===== config.mk =====
export PLATFORM = sky130hd
export DESIGN_NAME = mask_centroid_tracker
export DESIGN_NICKNAME = d
export VERILOG_FILES = /design/src/rtl/mask_centroid_tracker.sv
export SDC_FILE = /design/constraint.sdc
export NUM_CORES = 1
export LEC_CHECK = 0
export CAP_MARGIN = 20
export CORE_MARGIN = 2
export CORE_UTILIZATION = 45
export DETAILED_ROUTE_END_ITERATION = 12
export PLACE_DENSITY = 0.7
export SETUP_SLACK_MARGIN = 0.4
export SYNTH_ARGS = -nofsm -noshare
export SYNTH_HDL_FRONTEND = slang
export SYNTH_SLANG_ARGS = --single-unit

===== constraint.sdc =====
create_clock -name clk -period 4.6 [get_ports clk]
set_input_delay 0.46 -clock clk [delete_from_list [all_inputs] [get_ports clk]]
set_output_delay 0.46 -clock clk [all_outputs]
set_load 0.02 [all_outputs]

===== src/rtl/mask_centroid_tracker.sv =====
// Mask-pixel centroid tracker: per-frame sums, serial divide in vblank, red crosshair overlay and status LEDs.
// Optional bounding-box overlay enabled by defining MASK_CENTROID_BBOX_EN.
module mask_centroid_tracker #(
  parameter int H_BITS    = 11,
  parameter int V_BITS    = 10,
  parameter int ACC_BITS  = 32,
  parameter int CNT_BITS  = 20,
  parameter int MIN_COUNT = 64,
  parameter int ARM       = 16,
  parameter int H_ACTIVE  = 1280,
  parameter int V_ACTIVE  = 720
) (
  input  logic              clk,
  input  logic              reset_n,
  input  logic              overlay_en,
  input  logic              vs_in,
  input  logic              hs_in,
  input  logic              de_in,
  input  logic [7:0]        r_in,
  input  logic [7:0]        g_in,
  input  logic [7:0]        b_in,
  output logic              vs_out,
  output logic              hs_out,
  output logic              de_out,
  output logic [7:0]        r_out,
  output logic [7:0]        g_out,
  output logic [7:0]        b_out,
  output logic [H_BITS-1:0] cx,
  output logic [V_BITS-1:0] cy,
  output logic              cent_valid,
  output logic [2:0]        led
);

  localparam int unsigned BIT_W = $clog2(ACC_BITS);
  localparam logic [BIT_W-1:0]    LP_LAST  = BIT_W'(ACC_BITS - 1);
  localparam logic [H_BITS-1:0]   LP_HHALF = H_BITS'(H_ACTIVE / 2);
  localparam logic [V_BITS-1:0]   LP_VHALF = V_BITS'(V_ACTIVE / 2);
  localparam logic [H_BITS-1:0]   LP_ARMX  = H_BITS'(ARM);
  localparam logic [V_BITS-1:0]   LP_ARMY  = V_BITS'(ARM);
  localparam logic [CNT_BITS-1:0] LP_MIN   = CNT_BITS'(MIN_COUNT);

  typedef enum logic [2:0] {S_IDLE, S_CHECK, S_DIV_X, S_DIV_Y, S_UPDATE} state_t;

  logic                r_vs1, r_hs1, r_de1;
  logic [7:0]          r_r1, r_g1, r_b1;
  logic [H_BITS-1:0]   r_px1;
  logic [V_BITS-1:0]   r_py1;
  logic [H_BITS-1:0]   r_x;
  logic [V_BITS-1:0]   r_y;
  logic [CNT_BITS-1:0] r_cnt, r_sn_cnt;
  logic [ACC_BITS-1:0] r_sx, r_sy, r_sn_sx, r_sn_sy;
  logic [ACC_BITS-1:0] r_dvd;
  logic [CNT_BITS-1:0] r_rem;
  logic [BIT_W-1:0]    r_bit;
  logic [H_BITS-1:0]   r_qx;
  logic [V_BITS-1:0]   r_qy;
  state_t              r_state, w_state_nxt;

  logic                w_frame_end, w_de_fall, w_hit, w_cnt_ok, w_last;
  logic [CNT_BITS:0]   w_trial;
  logic                w_ge;
  logic [CNT_BITS-1:0] w_sub, w_rem_nxt;
  logic [ACC_BITS-1:0] w_dvd_nxt;
  logic [H_BITS-1:0]   w_dx;
  logic [V_BITS-1:0]   w_dy;
  logic                w_cross, w_box;

  assign w_frame_end = vs_in & ~r_vs1;
  assign w_de_fall   = ~de_in & r_de1;
  assign w_hit       = de_in & r_in[7];
  // A zero count is rejected even if MIN_COUNT is overridden to 0, so the divider never sees /0.
  assign w_cnt_ok    = (r_sn_cnt >= LP_MIN) && (r_sn_cnt != '0);
  assign w_last      = (r_bit == LP_LAST);

  // Stage 1: register video and the pixel position.
  always_ff @(posedge clk) begin
    if (!reset_n) begin
      r_vs1 <= 1'b0;
      r_hs1 <= 1'b0;
      r_de1 <= 1'b0;
      r_r1  <= '0;
      r_g1  <= '0;
      r_b1  <= '0;
      r_px1 <= '0;
      r_py1 <= '0;
    end else begin
      r_vs1 <= vs_in;
      r_hs1 <= hs_in;
      r_de1 <= de_in;
      r_r1  <= r_in;
      r_g1  <= g_in;
      r_b1  <= b_in;
      r_px1 <= r_x;
      r_py1 <= r_y;
    end
  end

  always_ff @(posedge clk) begin
    if (!reset_n) begin
      r_x <= '0;
      r_y <= '0;
    end else begin
      if (de_in)          r_x <= r_x + 1'b1;
      else if (w_de_fall) r_x <= '0;
      if (w_frame_end)    r_y <= '0;
      else if (w_de_fall) r_y <= r_y + 1'b1;
    end
  end

  // Accumulators restart at frame end with the current pixel already counted.
  always_ff @(posedge clk) begin
    if (!reset_n) begin
      r_cnt    <= '0;
      r_sx     <= '0;
      r_sy     <= '0;
      r_sn_cnt <= '0;
      r_sn_sx  <= '0;
      r_sn_sy  <= '0;
    end else if (w_frame_end) begin
      r_sn_cnt <= r_cnt;
      r_sn_sx  <= r_sx;
      r_sn_sy  <= r_sy;
      r_cnt    <= w_hit ? CNT_BITS'(1) : '0;
      r_sx     <= w_hit ? ACC_BITS'(r_x) : '0;
      r_sy     <= w_hit ? ACC_BITS'(r_y) : '0;
    end else if (w_hit) begin
      if (r_cnt != '1) r_cnt <= r_cnt + 1'b1;
      r_sx <= r_sx + ACC_BITS'(r_x);
      r_sy <= r_sy + ACC_BITS'(r_y);
    end
  end

  always_ff @(posedge clk) begin
    if (!reset_n) r_state <= S_IDLE;
    else          r_state <= w_state_nxt;
  end

  always_comb begin
    w_state_nxt = r_state;
    case (r_state)
      S_IDLE:   w_state_nxt = S_IDLE;
      S_CHECK:  w_state_nxt = w_cnt_ok ? S_DIV_X : S_IDLE;
      S_DIV_X:  if (w_last) w_state_nxt = S_DIV_Y;
      S_DIV_Y:  if (w_last) w_state_nxt = S_UPDATE;
      S_UPDATE: w_state_nxt = S_IDLE;
      default:  w_state_nxt = S_IDLE;
    endcase
    if (w_frame_end) w_state_nxt = S_CHECK;
  end

  // Restoring divide step: remainder stays below the divisor, so CNT_BITS bits hold it.
  assign w_trial   = {r_rem, r_dvd[ACC_BITS-1]};
  assign w_ge      = w_trial >= {1'b0, r_sn_cnt};
  assign w_sub     = w_trial[CNT_BITS-1:0] - r_sn_cnt;
  assign w_rem_nxt = w_ge ? w_sub : w_trial[CNT_BITS-1:0];
  assign w_dvd_nxt = {r_dvd[ACC_BITS-2:0], w_ge};

  always_ff @(posedge clk) begin
    if (!reset_n) begin
      r_dvd      <= '0;
      r_rem      <= '0;
      r_bit      <= '0;
      r_qx       <= '0;
      r_qy       <= '0;
      cx         <= '0;
      cy         <= '0;
      cent_valid <= 1'b0;
    end else if (!w_frame_end) begin
      case (r_state)
        S_CHECK: begin
          if (w_cnt_ok) begin
            r_dvd <= r_sn_sx;
            r_rem <= '0;
            r_bit <= '0;
          end else begin
            cent_valid <= 1'b0;
          end
        end
        S_DIV_X: begin
          r_dvd <= w_dvd_nxt;
          r_rem <= w_rem_nxt;
          r_bit <= r_bit + 1'b1;
          if (w_last) begin
            r_qx  <= w_dvd_nxt[H_BITS-1:0];
            r_dvd <= r_sn_sy;
            r_rem <= '0;
            r_bit <= '0;
          end
        end
        S_DIV_Y: begin
          r_dvd <= w_dvd_nxt;
          r_rem <= w_rem_nxt;
          r_bit <= r_bit + 1'b1;
          if (w_last) r_qy <= w_dvd_nxt[V_BITS-1:0];
        end
        S_UPDATE: begin
          cx         <= r_qx;
          cy         <= r_qy;
          cent_valid <= 1'b1;
        end
        default: ;
      endcase
    end
  end

`ifdef MASK_CENTROID_BBOX_EN
  logic [H_BITS-1:0] r_xmin, r_xmax, r_sn_xmin, r_sn_xmax, r_bx_min, r_bx_max;
  logic [V_BITS-1:0] r_ymin, r_ymax, r_sn_ymin, r_sn_ymax, r_by_min, r_by_max;

  always_ff @(posedge clk) begin
    if (!reset_n) begin
      r_xmin    <= '1;
      r_xmax    <= '0;
      r_ymin    <= '1;
      r_ymax    <= '0;
      r_sn_xmin <= '0;
      r_sn_xmax <= '0;
      r_sn_ymin <= '0;
      r_sn_ymax <= '0;
      r_bx_min  <= '0;
      r_bx_max  <= '0;
      r_by_min  <= '0;
      r_by_max  <= '0;
    end else begin
      if (w_frame_end) begin
        r_sn_xmin <= r_xmin;
        r_sn_xmax <= r_xmax;
        r_sn_ymin <= r_ymin;
        r_sn_ymax <= r_ymax;
        r_xmin    <= w_hit ? r_x : '1;
        r_xmax    <= w_hit ? r_x : '0;
        r_ymin    <= w_hit ? r_y : '1;
        r_ymax    <= w_hit ? r_y : '0;
      end else if (w_hit) begin
        if (r_x < r_xmin) r_xmin <= r_x;
        if (r_x > r_xmax) r_xmax <= r_x;
        if (r_y < r_ymin) r_ymin <= r_y;
        if (r_y > r_ymax) r_ymax <= r_y;
      end
      if (!w_frame_end && r_state == S_UPDATE) begin
        r_bx_min <= r_sn_xmin;
        r_bx_max <= r_sn_xmax;
        r_by_min <= r_sn_ymin;
        r_by_max <= r_sn_ymax;
      end
    end
  end

  assign w_box = overlay_en & cent_valid & r_de1 &
                 ((((r_px1 == r_bx_min) | (r_px1 == r_bx_max)) & (r_py1 >= r_by_min) & (r_py1 <= r_by_max)) |
                  (((r_py1 == r_by_min) | (r_py1 == r_by_max)) & (r_px1 >= r_bx_min) & (r_px1 <= r_bx_max)));
`else
  assign w_box = 1'b0;
`endif

  assign w_dx    = (r_px1 >= cx) ? (r_px1 - cx) : (cx - r_px1);
  assign w_dy    = (r_py1 >= cy) ? (r_py1 - cy) : (cy - r_py1);
  assign w_cross = overlay_en & cent_valid & r_de1 &
                   (((r_px1 == cx) & (w_dy <= LP_ARMY)) | ((r_py1 == cy) & (w_dx <= LP_ARMX)));

  // Stage 2: overlay, crosshair drawn over the box.
  always_ff @(posedge clk) begin
    if (!reset_n) begin
      vs_out <= 1'b0;
      hs_out <= 1'b0;
      de_out <= 1'b0;
      r_out  <= '0;
      g_out  <= '0;
      b_out  <= '0;
      led    <= '0;
    end else begin
      vs_out <= r_vs1;
      hs_out <= r_hs1;
      de_out <= r_de1;
      if (w_cross)    {r_out, g_out, b_out} <= 24'hFF0000;
      else if (w_box) {r_out, g_out, b_out} <= 24'h00FF00;
      else            {r_out, g_out, b_out} <= {r_r1, r_g1, r_b1};
      led <= {cent_valid & (cy < LP_VHALF), cent_valid & (cx < LP_HHALF), cent_valid};
    end
  end

endmodule


==> After elaboration in Yosys (flattened, before gate mapping) <==
Cells that the tools add are included.
{ "classes": {"n_reduce_logical": 17, "n_addsub": 11, "n_eq_ne": 14, "n_lt_le_gt_ge": 8, "bitwise": 15, "mux": 32} }
{ "op_table": {"columns": ["operator", "n"], "rows": [
  ["$mux W32", 6],
  ["$mux W20", 6],
  ["$pmux W32 S3", 1],
  ["$pmux W20 S3", 1],
  ["$mux W11", 4],
  ["$add A32 B10 Y32", 1],
  ["$add A32 B11 Y32", 1],
  ["$sub A11 B11 Y11", 2],
  ["$ge A21 B20 Y1", 1],
  ["$add A20 B1 Y20 const B", 1],
  ["$ge A20 B7 Y1 const B", 1],
  ["$mux W10", 2],
  ["$ne A20 B20 Y1 const B", 1],
  ["$reduce_bool A20 Y1", 1],
  ["$sub A10 B10 Y10", 2],
  ["$sub A20 B20 Y20", 1],
  ["$pmux W5 S3", 1],
  ["$reduce_and A3 Y1", 4],
  ["$add A11 B1 Y11 const B", 1],
  ["$eq A11 B11 Y1", 1],
  ["$ge A11 B11 Y1", 1],
  ["$le A11 B5 Y1 const B", 1],
  ["$lt A11 B10 Y1 const B", 1],
  ["$add A10 B1 Y10 const B", 1],
  ["26 further kinds", 54]
]} }
{ "word_totals": {"inputBits": 30, "reg_bits": 370, "out_inout_bits": 52, "wordCells": 130} }

==> Depth between registers and ports, before layout <==
Gate-level depths: netlist (run 1).
{ "depth": {"word_depth": 7, "mapped_depth": 12, "mapped_depth_nobuf": 12} }

==> Worst setup path after synthesis (run 1) <==
OpenSTA, ideal clock, no wires.
{ "synth_path": {"kind": "register -> register", "startpoint": "register cy[1]", "endpoint": "register b_out[6]", "path_buffers": 1, "stages_incl_launch_ff": 12, "setup_ns": 0.131, "t_arrival_ns": 2.959, "required_time_ns": 4.469, "period_less_slack_ns": 3.091, "slack_ns": 1.509, "path_cell_list": "dfxtp_1 inv_1 ha_1 nor2b_4 o31a_1 or3_1 a221oi_2 o311ai_1 or4_4 a41oi_4 buf_4 nor3b_1"} }
{ "synth_via": {"elab_chain_cells": 7, "elab_cells_between_ends": 11, "classes_between": "add/sub (2); order compare (2); eq/ne (1); mux (1); bitwise (4); reduce/logical (1)"} }
{ "synth_rtl": {"columns": ["element", "line", "rtl"], "rows": [
  ["start, declared", "29", "output logic [V_BITS-1:0] cy,"],
  ["start signal, assigned", "198", "cy <= r_qy;"],
  ["$sub A10 B10 Y10 or $ge A10 B10 Y1 (tied branches)", "257", "assign w_dy = (r_py1 >= cy) ? (r_py1 - cy) : (cy - r_py1);"],
  ["$mux W10", "257", null],
  ["$le A10 B5 Y1", "259", "(((r_px1 == cx) & (w_dy <= LP_ARMY)) | ((r_py1 == cy) & (w_dx <= LP_ARMX)));"],
  ["$and A1 B1 Y1", "259", null],
  ["$or A1 B1 Y1 (*)", "259", null],
  ["$and A1 B1 Y1 (*)", "258", "assign w_cross = overlay_en & cent_valid & r_de1 &"],
  ["$reduce_or A2 Y1 (no source line) (*)", null, null],
  ["end signal, assigned", "277", "else {r_out, g_out, b_out} <= {r_r1, r_g1, r_b1};"],
  ["end, declared", "27", "output logic [7:0] b_out,"]
]} }
Every way passes the cells marked *; elsewhere a longest branch is shown, timed or not.
A chain may end at the register's enable or synchronous reset.

==> Final worst setup path (run 1) <==
{ "layout_path": {"startpoint": "register cy[1]", "endpoint": "register g_out[2]"} }
{ "layout_via": {"elab_chain_cells": 7, "elab_cells_between_ends": 11, "classes_between": "add/sub (2); order compare (2); eq/ne (1); mux (1); bitwise (4); reduce/logical (1)"} }
{ "layout_rtl": {"columns": ["element", "line", "rtl"], "rows": [
  ["$sub A10 B10 Y10 or $ge A10 B10 Y1 (tied branches)", "257", null],
  ["$mux W10", "257", null],
  ["$le A10 B5 Y1", "259", null],
  ["$and A1 B1 Y1", "259", null],
  ["$or A1 B1 Y1 (*)", "259", null],
  ["$and A1 B1 Y1 (*)", "258", null],
  ["$reduce_or A2 Y1 (no source line) (*)", null, null],
  ["end signal, assigned", "277", null],
  ["end, declared", "26", "output logic [7:0] g_out,"]
]} }
Marks and branches as above.

==> results of run 1 <==
[how the worst max path moves through the flow]
| stage | from | end | slack (ns) | cells past startpoint |
|---|---|---|---|---|
| finish | cy[1]$_SDFFE_PN0P_ | g_out[2]$_SDFF_PP0_ | 1.05 | 10 |
| CTS | cy[1]$_SDFFE_PN0P_ | g_out[2]$_SDFF_PP0_ | 1.04 | 10 |
| detailed placement | cy[1]$_SDFFE_PN0P_ | g_out[2]$_SDFF_PP0_ | 1.04 | 10 |
| global route | cx[4]$_SDFFE_PN0P_ | b_out[4]$_SDFF_PP0_ | 0.73 | 10 |
| global placement | cy[1]$_SDFFE_PN0P_ | g_out[0]$_SDFF_PP0_ | 1.13 | 10 |
| floorplan | cy[1]$_SDFFE_PN0P_ | b_out[6]$_SDFF_PP0_ | 1.51 | 11 |
[layout by cell type (no fill, tap or decap), drive strengths merged, types with 10 or more instances in the layout]
master         count
nand2            373
dfxtp            370
a21oi            245
nor2             186
inv               94
ha                86
o21ai             83
clkdlybuf4s50     80
and2              67
nand3             59
clkbuf            58
mux2i             46
a211oi            44
xnor2             37
nor3              32
xor2              31
or3               27
buf               25
o21a              23
nand4             22
nor3b             21
a21o              20
and3              19
a22oi             17
nor2b             14
o31ai             13
nand2b            12
nor4              10
and4              10
or4               10
[layer usage]
layer,wire length (µm),up-vias,GRT usage (%)
met4,777,0,5.37
met3,1680,56,2.66
met5,0,-,0
met1,20200,7244,27.6
met2,21000,257,37.0
li1,-,7649,-
[final cells by class]
type,instances,area [µm²]
clock buffer,58,1170
clock inverter,10,109
fill,3615,18500
inverter,92,350
multi-input combinational,1613,9620
sequential,370,7410
tap,518,648
timing repair buffer,105,990
[power groups by stage]
stage | registers (W) | logic (W) | clock network, W
global route | 0.00325 | 0.000299 | 0.00333
CTS | 0.00325 | 0.000275 | 0.00319
finish | 0.00325 | 0.000274 | 0.00313
floorplan | 0.00332 | 0.000162 | 0
global placement | 0.00332 | 0.000268 | 0
detailed placement | 0.00332 | 0.000273 | 0
[cells in the mapped netlist, drive strengths merged, types with 22 or more instances]
library cell / number / area share (%)
o21a: 23 / 0.97
o21ai: 83 / 2.3
clkbuf: 111 / 2.4
a21oi: 245 / 6.9
inv: 92 / 1.9
and2: 67 / 2.4
nand2: 373 / 7.9
nand4: 22 / 0.77
nor2: 186 / 3.9
ha: 86 / 6.1
dfxtp: 370 / 42
xnor2: 37 / 1.8
nand3: 59 / 1.7
mux2i: 46 / 2.6
nor3: 32 / 0.90
a211oi: 44 / 1.9
xor2: 31 / 1.5
or3: 27 / 0.95
[stage by stage]
| stage | hold slack (ns) | instance area, µm² |
|---|---|---|
| after CTS | 0.435 | 20300 |
| final | 0.434 | 20300 |
| after global placement | 0.415 | 19000 |
| after detailed placement | 0.426 | 19000 |
| after floorplan | 0.412 | 17800 |
| after global routing | 0.442 | 20300 |
[sequential cells by signal (all words and copies together) (netlist names), 11 cells and up]
name      count
r_cnt        20
r_x          11
r_dvd        32
r_rem        20
r_px1        11
r_sn_sx      32
r_qx         11
cx           11
r_sn_cnt     20
r_sn_sy      32
r_sy         32
r_sx         32
[cells by family after synthesis]
| family | synth area share, % |
|---|---|
| simple gates | 23.0 |
| compound gates | 18.3 |
| flops | 41.7 |
| buf+inv | 4.57 |
| fa+ha+maj | 6.39 |
| xor+xnor | 3.35 |
| mux | 2.72 |
[worst max-delay path: cells and delay by family (launching register included)]
kind | cells | cell delay (ns)
adder cells (fa/ha/maj) | 1 | 0.35
buffers and inverters | 1 | 0.06
flip-flops | 1 | 0.39
AO/OA/AOI/OAI | 4 | 1.48
AND/OR/NAND/NOR | 4 | 1.11
==> out/results.txt, run 1 <==
Setup repair after global routing left no endpoint under its margin. Of the total power, combinational logic draws 4.1%. The floorplan step set the die height to 203 µm. The first global-routing pass estimated 73,100 µm of wire. The final max-slew violation count was 0. For this run, the register share of the synthesized area comes to 41.7%. The pin count of the biggest net entering global routing came out at 81. Across the run, the number of max-cap violations was 0.

The final setup violation count was 0; the half-perimeter wire length of the detailed placement result was 30,300 µm. The class of the most critical hold timing path was flop to flop. The per-instance average area after synthesis is 8.10 µm². At the end of routability-driven placement, the weighted congestion stood at 0.868.

The number of ports placed on the die boundary is 82, and the CTS H-tree depth is 2. The area enclosed by the die boundary is 41,100 µm², and the depth of the worst register-to-register path is 10. The tools report the number of placed instances with taps included as 2,698. Based on the critical path, the design can be clocked at up to 0.282 GHz. After detailed routing, the number of vias per cell comes to 5.50.

The share of total power consumed by net switching is 22.4%. The worst hold path begins at r_hs1$_SDFF_PN0_. In the final routed layout, each cell accounts on average for 15.8 µm.

Count of buffers from port buffering: 81. In the synthesized netlist the dominant register cell turns out to be sky130_fd_sc_hd__dfxtp_1. The run gives 0 as the final-report hold violation count. The tools report the clock tree root buffer cell as sky130_fd_sc_hd__clkbuf_16.

The worst setup path category was flop to flop. The number of instances on the worst hold path works out to 1. The count of nets left with antenna violations once routing finished came out at 0. The clock period minus worst slack is 3.55 ns, and the TritonCTS buffer count is 41. Startpoint type of the worst setup path: a flop. In this run the critical register-to-register path is launched from cy[1]$_SDFFE_PN0P_.

In this run the power density over the cells is 328 nW/µm². Synthesis inferred 370 register bits. The repair_antennas step left the layout with diodes totalling 0. TritonCTS built the clock tree. The run finished with clean final reports.

Summing over every cut layer, the via total after detailed routing is 15,206. For the total overflow reported by the global router, the log shows 0. The worst endpoint data arrival time was 3.94 ns. The post-synthesis async set-or-reset flop share is 0%, and the yosys synthesis warning count is 0. The slowest stage of the critical path belongs to the cell sky130_fd_sc_hd__a41oi_4. From synthesis to final layout, the design area changed by 14.2%.

Once layout is complete, the utilization of the core stands at 52.3%. The analysis attributes to net switching a power of 0.00149 W. In this design, the stage delay of the slowest critical-path cell is 0.72 ns. The tools report the worst setup skew after layout as 0.0238 ns. The combined area of all synthesized cells was 17,800 µm²; the data required time at the worst endpoint was 4.99 ns.

The tools report the total number of placement rows as 72. The run gives 0 as the initial antenna violation count. After the last flow step, the layout net total stands at 2,342. The largest voltage drop on the vdd net was 0.270 mV. After layout, the worst path uses 77.2% of the clock period. The worst-path maximum fanout came out at 24. The floorplan die width is 203 µm, and the overall power after layout is 0.00665 W. The number of global-route vias before repair was 14,766; the post-CTS setup repair buffer count was 0.

The endpoint identified for the worst register-to-register timing path is g_out[2]$_SDFF_PP0_. Total DRC errors in the routed layout: 0. Summed over all cells, the static leakage comes to 7.09 nW.

Across all setup checks in the final design, the least slack found is 1.05 ns. The relative slew slack was 30.6%; the count of hold-fix buffers inserted at cts was 0. The longest clock path from root to sink contains 3 buffers. The setup TNS is 0 ns.

The final instance count without filler cells came out at 2,766. The cell count after synthesis came out at 2,196. Clock latency on the worst-skew pair, taken at its later pin, is 0.55 ns. Count of cells resized by post-cts repair: 0.

For the net count after synthesis, the log shows 2,315. After clock tree synthesis, the clock-pin slew on the worst setup and hold paths is 0.06 ns. Clock tree synthesis found a total of 370 sinks. The number of enable flip-flop cells after synthesis was 0; the internal power contribution was 0.00516 W.

The worst setup path is captured at a flop. Before antenna repair, the detailed router went through 6 iterations. The area of the core is 38,800 µm². The run gives 43,700 µm as the total wire length. For hold timing, the worst endpoint is hs_out$_SDFF_PN0_. Walking the worst path, the cells encountered are inv_1, ha_1, nor2b_4, o31a_1, or3_1, a221oi_2, o311ai_1, or4_4, a41oi_4, nor3b_1. In this run, flip-flops and latches consume 48.9% of the power. For this configuration, the core starts out at a cell density of 45.8%. The post-placement setup slack is 1.04 ns, and the worst setup slack for register-to-register paths is 1.05 ns. The synthesized netlist contains 71 unique library cells. In the final layout, the share of cells above drive strength 1 is 4.80%. For the pin with the worst max-slew slack, the measured transition is 1.04 ns.

Global routing used 21.2% of the available tracks. The first routing iteration left 828 violations. The share of total power dissipated in the clock network is 47.0%.
Power figures use the tool's default switching activity.
==> run 2, diff against run 1 <==
==> constraint.sdc (replaced) <==
create_clock -name clk -period 3.4 [get_ports clk]
set_input_delay 0.34 -clock clk [delete_from_list [all_inputs] [get_ports clk]]
set_output_delay 0.34 -clock clk [all_outputs]
set_load 0.02 [all_outputs]
==> run 2 against run 1 <==
Sequential power is 35% higher. Global-route usage increased by 0.29 points. Largest power group unchanged. Wire length grew 2.6%. Final cell count increased by 0.98%. Clock skew shrank 0.0080 ns. Sequential share of layout area decreased by 0.95 points. Highest routed layer unchanged.
==> out/results.txt, run 2 (synthesis results as in run 1) <==
The total wire length is 44,800 µm (was 43,700 µm), and the pin count of the biggest net entering global routing is 65 (was 81). The post-layout instance area was 20,900 µm² (was 20,300 µm²). Worst setup skew after layout: 0.0158 ns (was 0.0238 ns).

The total number of placement rows is 72 (unchanged), and the placed cell area is 19,200 µm² (was 19,000 µm²). The iteration-0 DRC count of the detailed router was 760 (was 828); the routed wire length per instance was 16.0 µm (was 15.8 µm). The tools report the clock tree root buffer cell as sky130_fd_sc_hd__clkbuf_16 (unchanged). In this design, the critical path's most frequently occurring cell is sky130_fd_sc_hd__buf_12. The final setup violation count came out at 0 (unchanged).

The initial cell density of the core was 45.8% (unchanged); the share of layout cells above drive strength 1 was 8.22% (was 4.80%). The post-layout worst setup margin came out at 0.363 ns (was 1.05 ns). The die boundary height is 203 µm (unchanged), and the placer congestion estimate is 0.862 (was 0.868). The floorplan die width was 203 µm (unchanged). The delay contributed by the slowest stage of the critical path was 0.45 ns (was 0.72 ns); the overall power after layout was 0.00916 W (was 0.00665 W). The fraction of the cycle the final worst path needs came out at 89.3% (was 77.2%).

The total DRC errors in the routed layout was 0 (unchanged); the half-perimeter wire length of the detailed placement result was 30,800 µm (was 30,300 µm). The global-route wire length before repair was 73,700 µm (was 73,100 µm). Maximum clock rate: 0.329 GHz (was 0.282 GHz).

The transition time at the pin with the least slew margin is 1.09 ns (was 1.04 ns), and the area enclosed by the die boundary is 41,100 µm² (unchanged). The class of the most critical hold timing path is input port to flop (was flop to flop). The clock period minus worst slack works out to 3.04 ns (was 3.55 ns).

Most frequent cells in the layout: 372 x sky130_fd_sc_hd__nand2_1, 358 x sky130_fd_sc_hd__dfxtp_1, 244 x sky130_fd_sc_hd__a21oi_1, 186 x sky130_fd_sc_hd__nor2_1, 90 x sky130_fd_sc_hd__inv_1 (was 372 x sky130_fd_sc_hd__nand2_1, 370 x sky130_fd_sc_hd__dfxtp_1, 245 x sky130_fd_sc_hd__a21oi_1, 186 x sky130_fd_sc_hd__nor2_1, 91 x sky130_fd_sc_hd__inv_1). The largest voltage drop on the vdd net was 0.399 mV (was 0.270 mV). The tools report the final max-slew violation count as 0 (unchanged). The logs give 3,557 (was 3,615) for the filler cell count and 0 (unchanged) for the initial antenna violation count. Setup TNS: 0 ns (unchanged). The via total after detailed routing is 15,483 (was 15,206), and the insertion delay to the later sink of the worst-skew pair is 0.53 ns (was 0.55 ns). Layout overhead on the synthesized area: 17.4% (was 14.2%). The final-report hold violation count was 0 (unchanged); the clock transition time at the flip-flop clock pins of the worst setup and hold paths was 0.06 ns (about the same). For the relative slew slack, the log shows 26.8% (was 30.6%). The run gives 3 (unchanged) as the maximum clock path buffer count. The worst endpoint data arrival time is 3.43 ns (was 3.94 ns).

Worst setup path category: flop to flop (unchanged). The leakage power of the design is 7.34 nW (was 7.09 nW), and the post-placement setup slack is 0.275 ns (was 1.04 ns). The final instance count without filler cells came out at 2,793 (was 2,766).

The number of placed instances with taps included is 2,717 (was 2,698). TritonCTS built the clock tree. The count of buffers from port buffering is 81 (unchanged), and the total area of multi-input combinational cells is 9850 µm² (was 9620 µm²). The TritonCTS buffer count is 40 (was 41), and the total iterations of the first detailed-routing run is 5 (was 6). The startpoint type of the worst setup path is a flop (unchanged). The run finished with clean final reports.

The logs give 21.5% (was 21.2%) for the overall track demand over capacity in global routing and 0 (unchanged) for the total overflow reported by the global router. The layout net count came out at 2,370 (was 2,342). For the number of global-route vias before repair, the log shows 14,690 (was 14,766). The critical path capture point type is a flop (unchanged). For the antenna violation net count after detailed routing, the log shows 0 (unchanged).

The areal power density over the cells came out at 439 nW/µm² (was 328 nW/µm²). The via density per instance is 5.54 (was 5.50), and the CTS H-tree depth is 2 (unchanged). The run gives 82 (unchanged) as the number of ports placed on the die boundary.

The most frequent standard cell in the layout excluding fill and tap cells is sky130_fd_sc_hd__nand2_1 (unchanged). The tools report the area of the core as 38,800 µm² (unchanged). The logs give 370 (unchanged) for the clock net sink count and 7420 µm² (was 7410 µm²) for the footprint of the flip-flops and latches. Cell-by-cell listing of the critical path: inv_2, ha_4, nor2b_4, o31a_1, or3_4, a221oi_2, o311ai_1, or4_4, a41oi_4, buf_12, buf_12, nor3b_2 (was inv_1, ha_1, nor2b_4, o31a_1, or3_1, a221oi_2, o311ai_1, or4_4, a41oi_4, nor3b_1). The worst-path cell with the longest stage delay was sky130_fd_sc_hd__or4_4 (was sky130_fd_sc_hd__a41oi_4). The number of max-cap violations is 0 (unchanged), and the data required time at the worst endpoint is 3.79 ns (was 4.99 ns). The antenna diode count is 0 (unchanged). Setup repair after global routing could not meet its margin everywhere.

The worst-path maximum fanout was 6 (was 24).
## run 2: path summary, 6_finish.rpt
check,cells past startpoint,slack (ns),end,startpoint
max,12,0.36,b_out[3]$_SDFF_PP0_,cy[1]$_SDFFE_PN0P_
min,3,0.21,cent_valid$_SDFFE_PN0P_,reset_n
max reg2reg,12,0.36,b_out[3]$_SDFF_PP0_,cy[1]$_SDFFE_PN0P_
min reg2reg,1,0.43,r_out[6]$_SDFF_PN0_,r_r1[6]$_SDFF_PN0_
## run 2: worst max-delay path: cells and delay by family (launching register included)
kind | cells | cell delay, ns
flops | 1 | 0.33
simple gates | 4 | 1.03
buf+inv | 3 | 0.35
compound gates | 4 | 0.93
fa+ha+maj | 1 | 0.24
## run 2: metal layers
| metal | vias up | global-route usage, % | routed length (µm) |
|---|---|---|---|
| met5 | - | 0 | 0 |
| met2 | 295 | 36.3 | 21300 |
| met1 | 7398 | 28.5 | 20800 |
| li1 | 7717 | - | - |
| met4 | 0 | 6.73 | 1190 |
| met3 | 73 | 2.70 | 1530 |
## run 2: power breakdown
group | leakage, nW | internal [W] | switching, W | total [W]
Combinational | 3.70 | 0.000141 | 0.000249 | 0.000390
Sequential | 3.00 | 0.00437 | 0.0000181 | 0.00439
Clock | 0.643 | 0.00266 | 0.00172 | 0.00438
## run 2: final cells by class
cell class                      instances  share of cell area [%]
Timing Repair Buffer                  134                    6.26
Inverter                               92                    1.68
Sequential cell                       370                    35.5
Clock buffer                           54                    5.34
Multi-Input combinational cell       1613                    47.2
Tap cell                              518                    3.10
Clock inverter                         12                   0.887
## run 2: through the flow
stage / utilization, % / hold slack (ns)
2_1_floorplan: - / 0.412
3_5_place_dp: 49.4 / 0.422
3_3_place_gp: 49.4 / 0.415
5_1_grt: 53.8 / 0.214
6_report: 53.8 / 0.211
4_1_cts: 53.2 / 0.178
## run 2: timing repair
action / CTS / global route
cloned: 2 / 2
setup buffers: 6 / 0
hold buffers: 0 / 0
pin swaps: 6 / 22
gates resized for setup: 21 / 40
endpoints found under the hold margin: 0 / 0
endpoints found under the setup margin: 32 / 44
